<file path="src/rtl/pipe_hazard_ctrl_pkg.sv">
// ---------------------------------------------------------------------------
// cpu_pkg : definitions shared by the ARMv8 5-stage core front-end blocks
//           (pipe_hazard_ctrl and the ID-stage control decoder cpu_cntrl).
//
// Contents:
//   hazard_state_t  - sequencing FSM state {IDLE, MUL_BUSY}
//   XZR             - register number of the zero register; never hazards
//   REG_W           - register-specifier field width
//   OPCODE_W        - widest opcode field (R/D-format) shared with cpu_cntrl
//   MUL_CNT_W       - width of the MUL occupancy down-counter
//   src_hits_dst()  - "does this source operand read the EX destination"
// ---------------------------------------------------------------------------
package cpu_pkg;

  localparam int REG_W     = 5;
  localparam int OPCODE_W  = 11;
  localparam int CB_OP_W   = 8;
  localparam int B_OP_W    = 6;
  localparam int MUL_CNT_W = 4;

  localparam logic [REG_W-1:0] XZR = 5'd31;

  typedef enum logic {
    IDLE     = 1'b0,
    MUL_BUSY = 1'b1
  } hazard_state_t;

  // True when a used source register matches a real (non-XZR) destination.
  function automatic logic src_hits_dst(input logic             uses,
                                        input logic [REG_W-1:0] src,
                                        input logic [REG_W-1:0] dst);
    return uses && (src == dst) && (dst != XZR);
  endfunction

endpackage : cpu_pkg

</file>
<file path="src/rtl/pipe_hazard_ctrl_if.sv">
// ---------------------------------------------------------------------------
// pipe_hazard_ctrl_if : signal bundle between the pipeline datapath and the
// hazard/sequencing controller.
//
// Handshake: mul_start is a single-cycle strobe meaning "the MUL in ID moves
// into EX on this edge"; mul_busy stays high for every following cycle the
// MUL occupies EX. There is no back-pressure on mul_start: the MUL unit must
// accept it whenever it is asserted.
//
// Modports:
//   master : pipeline side - drives decoded ID/EX fields, receives controls
//   slave  : controller side (pipe_hazard_ctrl)
//
// Debug: dbg_state / dbg_mul_cnt expose the controller's registered state.
// Parameter CNT_W: width of the performance counter outputs.
// ---------------------------------------------------------------------------
interface pipe_hazard_ctrl_if #(
  parameter int CNT_W = 32
);
  import cpu_pkg::*;

  // ID stage
  logic             id_valid;
  logic [REG_W-1:0] id_rn;
  logic [REG_W-1:0] id_rm;
  logic             id_uses_rn;
  logic             id_uses_rm;
  logic             id_is_mul;
  logic             id_is_blt;
  // EX stage
  logic             ex_valid;
  logic [REG_W-1:0] ex_rd;
  logic             ex_mem_read;
  logic             ex_set_flags;
  logic             br_taken;
  // controls
  logic             pc_en;
  logic             ifid_en;
  logic             ifid_flush;
  logic             idex_bubble;
  logic             mul_start;
  logic             mul_busy;
  // performance counters
  logic [CNT_W-1:0] stall_cycles;
  logic [CNT_W-1:0] flush_count;
  // debug
  hazard_state_t    dbg_state;
  logic [MUL_CNT_W-1:0] dbg_mul_cnt;

  modport master (
    output id_valid, id_rn, id_rm, id_uses_rn, id_uses_rm, id_is_mul,
           id_is_blt, ex_valid, ex_rd, ex_mem_read, ex_set_flags, br_taken,
    input  pc_en, ifid_en, ifid_flush, idex_bubble, mul_start, mul_busy,
           stall_cycles, flush_count, dbg_state, dbg_mul_cnt
  );

  modport slave (
    input  id_valid, id_rn, id_rm, id_uses_rn, id_uses_rm, id_is_mul,
           id_is_blt, ex_valid, ex_rd, ex_mem_read, ex_set_flags, br_taken,
    output pc_en, ifid_en, ifid_flush, idex_bubble, mul_start, mul_busy,
           stall_cycles, flush_count, dbg_state, dbg_mul_cnt
  );

endinterface : pipe_hazard_ctrl_if

</file>
<file path="src/rtl/pipe_hazard_ctrl_perf_cnt.sv">
// ---------------------------------------------------------------------------
// hazard_perf_cnt : saturating event counter.
//
// Ports:
//   clk      - core clock, rising edge
//   reset    - asynchronous reset, active-low; clears the count
//   i_inc    - count one event this cycle
//   o_count  - current count; holds at all-ones once reached
// Parameter W: counter width.
// ---------------------------------------------------------------------------
module hazard_perf_cnt #(
  parameter int W = 32
) (
  input  logic         clk,
  input  logic         reset,
  input  logic         i_inc,
  output logic [W-1:0] o_count
);

  logic [W-1:0] r_count;

  always_ff @(posedge clk or negedge reset) begin
    if (!reset) begin
      r_count <= '0;
    end else if (i_inc && (r_count != '1)) begin
      r_count <= r_count + W'(1);
    end
  end

  assign o_count = r_count;

endmodule : hazard_perf_cnt

</file>
<file path="src/rtl/pipe_hazard_ctrl.sv">
// ---------------------------------------------------------------------------
// pipe_hazard_ctrl : pipeline sequencing controller for the 5-stage ARMv8
// core. Looks at decoded ID-stage fields and EX-stage state and produces the
// PC / IF-ID enables, the IF-ID flush and the ID-EX bubble. Covers load-use,
// flag-use (B.LT behind ADDS/SUBS) and taken-branch hazards, and sequences
// the multi-cycle MUL unit with a start strobe and a busy level.
//
// Ports:
//   clk    - core clock, rising edge
//   reset  - asynchronous reset, active-low
//   bus    - pipe_hazard_ctrl_if.slave (ID/EX inputs, control outputs,
//            optional performance counters, debug state)
//
// Parameters:
//   MUL_LAT - EX-stage cycles one MUL occupies (1..15)
//   CNT_W   - performance counter width
//
// Build option: define HAZARD_PERF_CNT_EN to build the stall_cycles and
// flush_count counters; otherwise both outputs read as zero.
//
// Priority each cycle (highest first): taken branch flush (IDLE only),
// MUL occupancy stall, load-use / flag-use stall, MUL issue, normal flow.
// ---------------------------------------------------------------------------
module pipe_hazard_ctrl
  import cpu_pkg::*;
#(
  parameter int MUL_LAT = 3,
  parameter int CNT_W   = 32
) (
  input  logic               clk,
  input  logic               reset,
  pipe_hazard_ctrl_if.slave  bus
);

  // A MUL that fits in one cycle never enters MUL_BUSY.
  localparam logic                 L_MUL_MULTI = (MUL_LAT > 1);
  localparam logic [MUL_CNT_W-1:0] L_MUL_LOAD  = MUL_CNT_W'(MUL_LAT - 1);

  hazard_state_t        r_state;
  hazard_state_t        w_state_nxt;
  logic [MUL_CNT_W-1:0] r_mul_cnt;
  logic [MUL_CNT_W-1:0] w_mul_cnt_nxt;

  logic w_load_use;
  logic w_flag_use;
  logic w_pc_en;
  logic w_ifid_en;
  logic w_ifid_flush;
  logic w_idex_bubble;
  logic w_mul_start;
  logic w_mul_busy;

  // -------------------------------------------------------------------------
  // Hazard detection
  // -------------------------------------------------------------------------
  assign w_load_use = bus.ex_valid && bus.ex_mem_read &&
                      (src_hits_dst(bus.id_uses_rn, bus.id_rn, bus.ex_rd) ||
                       src_hits_dst(bus.id_uses_rm, bus.id_rm, bus.ex_rd));

  assign w_flag_use = bus.id_valid && bus.id_is_blt &&
                      bus.ex_valid && bus.ex_set_flags;

  // -------------------------------------------------------------------------
  // State register
  // -------------------------------------------------------------------------
  always_ff @(posedge clk or negedge reset) begin
    if (!reset) begin
      r_state   <= IDLE;
      r_mul_cnt <= '0;
    end else begin
      r_state   <= w_state_nxt;
      r_mul_cnt <= w_mul_cnt_nxt;
    end
  end

  // -------------------------------------------------------------------------
  // Next state and controls
  // -------------------------------------------------------------------------
  always_comb begin
    w_state_nxt   = r_state;
    w_mul_cnt_nxt = r_mul_cnt;
    w_pc_en       = 1'b1;
    w_ifid_en     = 1'b1;
    w_ifid_flush  = 1'b0;
    w_idex_bubble = 1'b0;
    w_mul_start   = 1'b0;
    w_mul_busy    = 1'b0;

    // While reset is held the controls sit at their free-running values,
    // regardless of whatever the (also resetting) pipeline presents.
    if (reset) begin
      unique case (r_state)
        IDLE: begin
          if (bus.br_taken) begin
            // ID holds a wrong-path instruction: kill it, no other hazard
            // or MUL issue applies to it.
            w_ifid_flush  = 1'b1;
            w_idex_bubble = 1'b1;
          end else if (w_load_use || w_flag_use) begin
            // One bubble is enough: next cycle EX holds the NOP, so the
            // hazard term clears by itself.
            w_pc_en       = 1'b0;
            w_ifid_en     = 1'b0;
            w_idex_bubble = 1'b1;
          end else if (bus.id_valid && bus.id_is_mul) begin
            w_mul_start = 1'b1;
            if (L_MUL_MULTI) begin
              w_state_nxt   = MUL_BUSY;
              w_mul_cnt_nxt = L_MUL_LOAD;
            end
          end
        end

        MUL_BUSY: begin
          // EX is owned by the MUL. A taken branch cannot legally appear
          // here (it would be younger than the MUL), so br_taken is ignored.
          w_pc_en       = 1'b0;
          w_ifid_en     = 1'b0;
          w_mul_busy    = 1'b1;
          w_mul_cnt_nxt = r_mul_cnt - MUL_CNT_W'(1);
          // <= 1 rather than == 1 so a corrupted zero count cannot wedge.
          if (r_mul_cnt <= MUL_CNT_W'(1)) begin
            w_state_nxt = IDLE;
          end
        end

        default: begin
          w_state_nxt   = IDLE;
          w_mul_cnt_nxt = '0;
        end
      endcase
    end
  end

  assign bus.pc_en       = w_pc_en;
  assign bus.ifid_en     = w_ifid_en;
  assign bus.ifid_flush  = w_ifid_flush;
  assign bus.idex_bubble = w_idex_bubble;
  assign bus.mul_start   = w_mul_start;
  assign bus.mul_busy    = w_mul_busy;
  assign bus.dbg_state   = r_state;
  assign bus.dbg_mul_cnt = r_mul_cnt;

  // -------------------------------------------------------------------------
  // Performance counters
  // -------------------------------------------------------------------------
`ifdef HAZARD_PERF_CNT_EN
  hazard_perf_cnt #(.W(CNT_W)) u_stall_cnt (
    .clk     (clk),
    .reset   (reset),
    .i_inc   (~w_pc_en),
    .o_count (bus.stall_cycles)
  );

  hazard_perf_cnt #(.W(CNT_W)) u_flush_cnt (
    .clk     (clk),
    .reset   (reset),
    .i_inc   (w_ifid_flush),
    .o_count (bus.flush_count)
  );
`else
  assign bus.stall_cycles = '0;
  assign bus.flush_count  = '0;
`endif

endmodule : pipe_hazard_ctrl

</file>
<file path="src/flat_wrapper.sv">
// flat-port wrapper written by rule: the top's interface ports become plain ports
module pipe_hazard_ctrl_flat import cpu_pkg::*;
#(
  parameter int MUL_LAT = 3,
  parameter int CNT_W   = 32
)
  (clk, reset, bus_id_valid, bus_id_rn, bus_id_rm, bus_id_uses_rn, bus_id_uses_rm, bus_id_is_mul, bus_id_is_blt, bus_ex_valid, bus_ex_rd, bus_ex_mem_read, bus_ex_set_flags, bus_br_taken, bus_pc_en, bus_ifid_en, bus_ifid_flush, bus_idex_bubble, bus_mul_start, bus_mul_busy, bus_stall_cycles, bus_flush_count, bus_dbg_state, bus_dbg_mul_cnt);
  pipe_hazard_ctrl_if #(.CNT_W(CNT_W)) bus_i ();
  input  logic clk;
  input  logic reset;
  input wire logic [$bits(bus_i.id_valid)-1:0] bus_id_valid;
  input wire logic [$bits(bus_i.id_rn)-1:0] bus_id_rn;
  input wire logic [$bits(bus_i.id_rm)-1:0] bus_id_rm;
  input wire logic [$bits(bus_i.id_uses_rn)-1:0] bus_id_uses_rn;
  input wire logic [$bits(bus_i.id_uses_rm)-1:0] bus_id_uses_rm;
  input wire logic [$bits(bus_i.id_is_mul)-1:0] bus_id_is_mul;
  input wire logic [$bits(bus_i.id_is_blt)-1:0] bus_id_is_blt;
  input wire logic [$bits(bus_i.ex_valid)-1:0] bus_ex_valid;
  input wire logic [$bits(bus_i.ex_rd)-1:0] bus_ex_rd;
  input wire logic [$bits(bus_i.ex_mem_read)-1:0] bus_ex_mem_read;
  input wire logic [$bits(bus_i.ex_set_flags)-1:0] bus_ex_set_flags;
  input wire logic [$bits(bus_i.br_taken)-1:0] bus_br_taken;
  output wire logic [$bits(bus_i.pc_en)-1:0] bus_pc_en;
  output wire logic [$bits(bus_i.ifid_en)-1:0] bus_ifid_en;
  output wire logic [$bits(bus_i.ifid_flush)-1:0] bus_ifid_flush;
  output wire logic [$bits(bus_i.idex_bubble)-1:0] bus_idex_bubble;
  output wire logic [$bits(bus_i.mul_start)-1:0] bus_mul_start;
  output wire logic [$bits(bus_i.mul_busy)-1:0] bus_mul_busy;
  output wire logic [$bits(bus_i.stall_cycles)-1:0] bus_stall_cycles;
  output wire logic [$bits(bus_i.flush_count)-1:0] bus_flush_count;
  output wire logic [$bits(bus_i.dbg_state)-1:0] bus_dbg_state;
  output wire logic [$bits(bus_i.dbg_mul_cnt)-1:0] bus_dbg_mul_cnt;
  assign bus_i.id_valid = bus_id_valid;
  assign bus_i.id_rn = bus_id_rn;
  assign bus_i.id_rm = bus_id_rm;
  assign bus_i.id_uses_rn = bus_id_uses_rn;
  assign bus_i.id_uses_rm = bus_id_uses_rm;
  assign bus_i.id_is_mul = bus_id_is_mul;
  assign bus_i.id_is_blt = bus_id_is_blt;
  assign bus_i.ex_valid = bus_ex_valid;
  assign bus_i.ex_rd = bus_ex_rd;
  assign bus_i.ex_mem_read = bus_ex_mem_read;
  assign bus_i.ex_set_flags = bus_ex_set_flags;
  assign bus_i.br_taken = bus_br_taken;
  assign bus_pc_en = bus_i.pc_en;
  assign bus_ifid_en = bus_i.ifid_en;
  assign bus_ifid_flush = bus_i.ifid_flush;
  assign bus_idex_bubble = bus_i.idex_bubble;
  assign bus_mul_start = bus_i.mul_start;
  assign bus_mul_busy = bus_i.mul_busy;
  assign bus_stall_cycles = bus_i.stall_cycles;
  assign bus_flush_count = bus_i.flush_count;
  assign bus_dbg_state = bus_i.dbg_state;
  assign bus_dbg_mul_cnt = bus_i.dbg_mul_cnt;
  pipe_hazard_ctrl #(.MUL_LAT(MUL_LAT), .CNT_W(CNT_W)) u_core (.clk(clk), .reset(reset), .bus(bus_i));
endmodule
</file>
<file path="config.mk">
export PLATFORM = sky130hd
export DESIGN_NAME = pipe_hazard_ctrl_flat
export DESIGN_NICKNAME = d
export VERILOG_FILES = /design/src/rtl/pipe_hazard_ctrl_pkg.sv /design/src/rtl/pipe_hazard_ctrl_if.sv /design/src/rtl/pipe_hazard_ctrl_perf_cnt.sv /design/src/rtl/pipe_hazard_ctrl.sv /design/src/flat_wrapper.sv
export SDC_FILE = /design/constraint.sdc
export NUM_CORES = 1
export LEC_CHECK = 0
export ABC_AREA = 1
export CAP_MARGIN = 20
export CORE_MARGIN = 2
export CORE_UTILIZATION = 28
export DETAILED_ROUTE_END_ITERATION = 7
export GPL_TIMING_DRIVEN = 1
export PLACE_DENSITY = 0.9
export SYNTH_ARGS = -nofsm -noshare
export SYNTH_HDL_FRONTEND = slang
export SYNTH_HIERARCHICAL = 1
export SYNTH_SLANG_ARGS = --single-unit
</file>
<file path="constraint.sdc">
create_clock -name clk -period 1.1 [get_ports clk]
set_input_delay 0.165 -clock clk [delete_from_list [all_inputs] [get_ports clk]]
set_output_delay 0.165 -clock clk [all_outputs]
set_load 0.02 [all_outputs]
</file>
[After elaboration in Yosys (flattened, before gate mapping)]
Cells that the tools add are included.
W data, S select, Z words.
Storage, ports and cells
  register bits after elaboration: 5
Cells by class
  $add $sub $neg: 1
  magnitude comparators: 1
  eq/ne operators: 6
  multiplexer cells: 24
  bitwise gates (word level): 1
  reductions and logical operators: 13
Operators with widths (number)
  $mux W1: 18
  $mux W4: 3
  $eq A5 B5 Y1: 2
  $logic_and A1 B1 Y1: 10
  $pmux W4 S2: 1
  $ne A5 B5 Y1 const B: 1
  $le A4 B1 Y1 const B: 1
  $ne A2 B2 Y1 const B: 2
  $pmux W1 S2: 2
  $reduce_and A4 Y1: 1
  $sub A4 B1 Y4 const B: 1
  $logic_or A1 B1 Y1: 2
  $ne A2 B1 Y1 const B: 1
  $not A1 Y1: 1

[Depth between registers and ports, before layout]
  depth after elaboration: 10
  gate-level depth with buffers: 11
  depth with buffers taken out: 11

[Worst setup path after synthesis]
Ideal clock, no wire load.
  path kind: register -> output
  from: register u_core.r_state (netlist: u_core/bus.dbg_state)
  to: output port bus_pc_en
  arrival: 1.622 ns
  required time: 0.935 ns
  slack: -0.687 ns
  stages on the path, launching flop included: 6
  path buffers: 2
  cell sequence: dfrtp_1 -> clkbuf_1 -> nand2_1 -> inv_1 -> a21oi_1 -> buf_4
On the way
  word-level cells in the longest chain between the ends: 3
RTL lines
  start: declaration: line pipe_hazard_ctrl.sv:39  | hazard_state_t r_state;
  start signal: assignment: line pipe_hazard_ctrl.sv:71  | r_state <= w_state_nxt;
  $not A1 Y1
  $pmux W1 S2 *
  $mux W1 *
  end: declaration: line flat_wrapper.sv:23  | output wire logic [$bits(bus_i.pc_en)-1:0] bus_pc_en;
Every way passes the cells marked *; elsewhere a longest branch is shown, timed or not.

[Final worst setup path]
  from: input port bus_ex_rd[2]
  to: output port bus_pc_en
On the way
  word-level cells in the longest chain between the ends: 10
  elaborated cells between the ends (all ways): 14
RTL lines
  start: declaration: line flat_wrapper.sv:19  | input wire logic [$bits(bus_i.ex_rd)-1:0] bus_ex_rd;
  $eq A5 B5 Y1: line pipe_hazard_ctrl_pkg.sv:32  | return uses && (src == dst) && (dst != XZR);
  $logic_and A1 B1 Y1 (2 in a row): line pipe_hazard_ctrl_pkg.sv:32
  $logic_or A1 B1 Y1 *: line pipe_hazard_ctrl.sv:57  | (src_hits_dst(bus.id_uses_rn, bus.id_rn, bus.ex_rd) ||
  $logic_and A1 B1 Y1 *: line pipe_hazard_ctrl.sv:56  | assign w_load_use = bus.ex_valid && bus.ex_mem_read &&
  $logic_or A1 B1 Y1 *: line pipe_hazard_ctrl.sv:99  | end else if (w_load_use || w_flag_use) begin
  $mux W1 *: line pipe_hazard_ctrl.sv:99
  $mux W1 *: line pipe_hazard_ctrl.sv:94  | if (bus.br_taken) begin
  $pmux W1 S2 *: line pipe_hazard_ctrl.sv:92  | unique case (r_state)
  $mux W1 *: line pipe_hazard_ctrl.sv:91  | if (reset) begin
Marked as above.

==> flow_summary.ini <==
[status]
status = finished, violations left
violations = setup timing

[pwr]
power_frac_clock_pct = 13.4
power.switching_mw = 1.22
power.density_mw_per_mm2 = 1590
combPwrFrac_pct = 72.4
p_sw_share_pct = 48.0
seq_power_share_pct = 14.2
p_leak_nw = 0.903
p_int_mw = 1.32
ir_drop_v = 0.00151

[synth]
yosysSeqAreaShare_pct = 11.5
synth-simple-area-share_pct = 29.1
synth_edf_count = 0
synth_compound_area_share_pct = 3.22
syn_inst = 175
synth_top_family_by_area = buffers and inverters
ys_async_sr_fraction_pct = 100
synth_xor_xnor_area_share_pct = 0.805
ys_warn_count = 6
synthDistinctLibCells = 23
ys.flop_type = dfrtp_1
avgSynthCellArea_um2 = 6.22
synth-adder-area-share_pct = 2.30
synth_seq_cells = 5
synth.area.mux_share_pct = 0
synthesis.area_mm2 = 0.00109

[layout]
fill_cells = 381
synthToLayoutAreaGrowth_pct = 46.3
nNetsFinal = 260
fin_cells = 279
drive_gt1_share_pct = 39.0
n_antenna_cell = 0
stdcell_area_mm2 = 0.00159

[detailed_routing]
viasPerCell = 3.78
drc_errors = 0
drt-total-wl_mm = 2.67
antenna_left = 0
post_drt_wl_per_cell_um = 9.58
dr.pass1.iters = 4
vias = 1054
drt_iter0_drc = 14

[worst_hold_path]
min_path_type = primary input to asynchronous set/reset pin

[clock_tree]
h-tree-depth = 1
clock_path_buffers = 2
clk_latency_ns = 0.22
root_buffer = clkbuf_8
clock_sinks = 5
cts_tree = done
holdBufCountCts = 0
cts_made_buffers = 3
path_clk_slew_ns = 0.04

[placement]
dp.cells = 271
io_buffer_count = 36
dp_slack_ns = -1.16
post_dp_cell_area_mm2 = 0.00140
hpwl_mm = 1.97
gp_congestion = 0.910

[timing]
finalCriticalPeriod_ns = 1.29
hold_viol = 0
setup_violations = 11
max_freq_ghz = 0.777
rsz0062_at_grt = true
clock-skew-final_ns = 0.00221
period_share_pct = 117
fin_ws_ns = -0.187
drv_slew = 0

[setup_path]
critPathArrivalTime_ns = 1.12
critical_path_required_ns = 0.94
critPathMaxFanout = 3
end_kind = primary output
critPathKind = primary input to primary output
worst_setup_path_start_kind = primary input

[floorplan]
start_util_pct = 29.5
die_w_um = 66.4
die_h_um = 66.4
coreArea_mm2 = 0.00369
num_rows = 22
die_area_mm2 = 0.00440
ios = 101

[global_routing]
grt-ovfl-total = 0
grt_pass1_vias = 941
antenna_found_initial = 0
grt_pass1_wl_mm = 3.93
grt_max_degree = 9
grt_usage_pct = 11.4

[run]
drv_cap = 0
critical path, cell delays in order:
cell and delay (ns):
buf_8 0.10, inv_6 0.05, nand2_1 0.05, nand2_1 0.07, nor2_2 0.05, nand3_1 0.07
nand2_1 0.07, nand2_2 0.12, nand2_4 0.08, a21oi_4 0.17, buf_6 0.13
routing by layer:
layer | up-vias | track usage (%) | share of wire, % | wire, um
met5 | - | 0 | 0 | 0
met2 | 65 | 22.0 | 55 | 1470
met3 | 7 | 1.87 | 8.3 | 222
met4 | 0 | 4.08 | 2.2 | 60
li1 | 513 | - | - | -
met1 | 469 | 12.2 | 34 | 919
stage by stage:
stage               total power [mW]  hold WS, ns  util (%)  setup TNS, ns
CTS                             2.34       0.0234      40.9          -1.08
detailed placement              1.71        0.506      38.0          -8.97
global route                    2.70       0.0557      43.2          -1.57
finish                          2.54       0.0234      43.2          -1.05
floorplan                       1.34       -0.131         -         -0.261
global placement                1.69        0.501      38.0          -8.77
repair_timing:
action	4_1_cts	5_1_grt
pin swaps	40	17
resized for setup	151	29
endpoints found under the setup margin	16	14
buffers inserted	4	1
power groups by stage:
| stage | Sequential [mW] | Combinational [mW] | Clock, mW |
|---|---|---|---|
| 6_report | 0.361 | 1.84 | 0.340 |
| 3_3_place_gp | 0.357 | 1.33 | 0 |
| 3_5_place_dp | 0.360 | 1.35 | 0 |
| 4_1_cts | 0.359 | 1.63 | 0.347 |
| 5_1_grt | 0.366 | 1.99 | 0.352 |
| 2_1_floorplan | 0.444 | 0.892 | 0 |
cell type report:
| cell class | count | area, um2 | area share (%) |
|---|---|---|---|
| multi-input combinational | 145 | 802 | 50.4 |
| timing repair buffer | 55 | 459 | 28.8 |
| sequential | 5 | 129 | 8.09 |
| inverter | 22 | 97.6 | 6.13 |
| tap | 48 | 60.1 | 3.77 |
| clock buffer | 4 | 45.0 | 2.83 |
path summary, 6_finish.rpt:
check,startpoint,endpoint,slack [ns],cells after the start
worst max-delay path,bus_ex_rd[2],bus_pc_en,-0.19,11
worst min-delay path,reset,u_core/bus.dbg_mul_cnt[2],0.02,2
worst max register to register,u_core/bus.dbg_mul_cnt[0],u_core/bus.dbg_mul_cnt[3],-0.08,6
worst min register to register,u_core/bus.dbg_mul_cnt[3],u_core/bus.dbg_mul_cnt[3],0.67,3
max in group asynchronous,reset,u_core/bus.dbg_mul_cnt[0],0.93,2
min in group clk,reset,u_core/bus.dbg_mul_cnt[0],0.54,4
cells in the mapped netlist, drive strengths merged (2+ instances only):
library cell	count	area share (%)
o21ai	2	0.92
dfrtp	5	11
ha	2	2.3
nor2	13	4.5
nand2	46	17
nor3	3	1.8
nand3	8	4.8
buf	65	45
inv	22	7.6
a21oi	2	0.92
placed cells by master, fill, tap and decap left out, types with 6 or more instances in the layout:
cell / Yosys / routed
inv_1: 19 / 10
buf_2: 0 / 12
nand3_1: 7 / 6
nand2_2: 1 / 6
nor2_1: 13 / 8
conb_1: 1 / 64
inv_2: 3 / 8
buf_6: 0 / 13
nand2_1: 44 / 36
dlygate4sd2_1: 0 / 8
buf_4: 65 / 15
registers in the layout, indices dropped and copies added (netlist names):
signal / count
u_core/bus.dbg_mul_cnt: 4
u_core/bus.dbg_state: 1
kinds of logic (layout without fill, tap and decap cells):
family | after synthesis | after routing
compound gates | 6 | 6
xor+xnor | 1 | 1
fa+ha+maj | 2 | 2
buf+inv | 88 | 81
flops | 5 | 5
other cells | 1 | 64
simple gates | 72 | 72
Note: power is estimated with default switching activity, not from simulation.
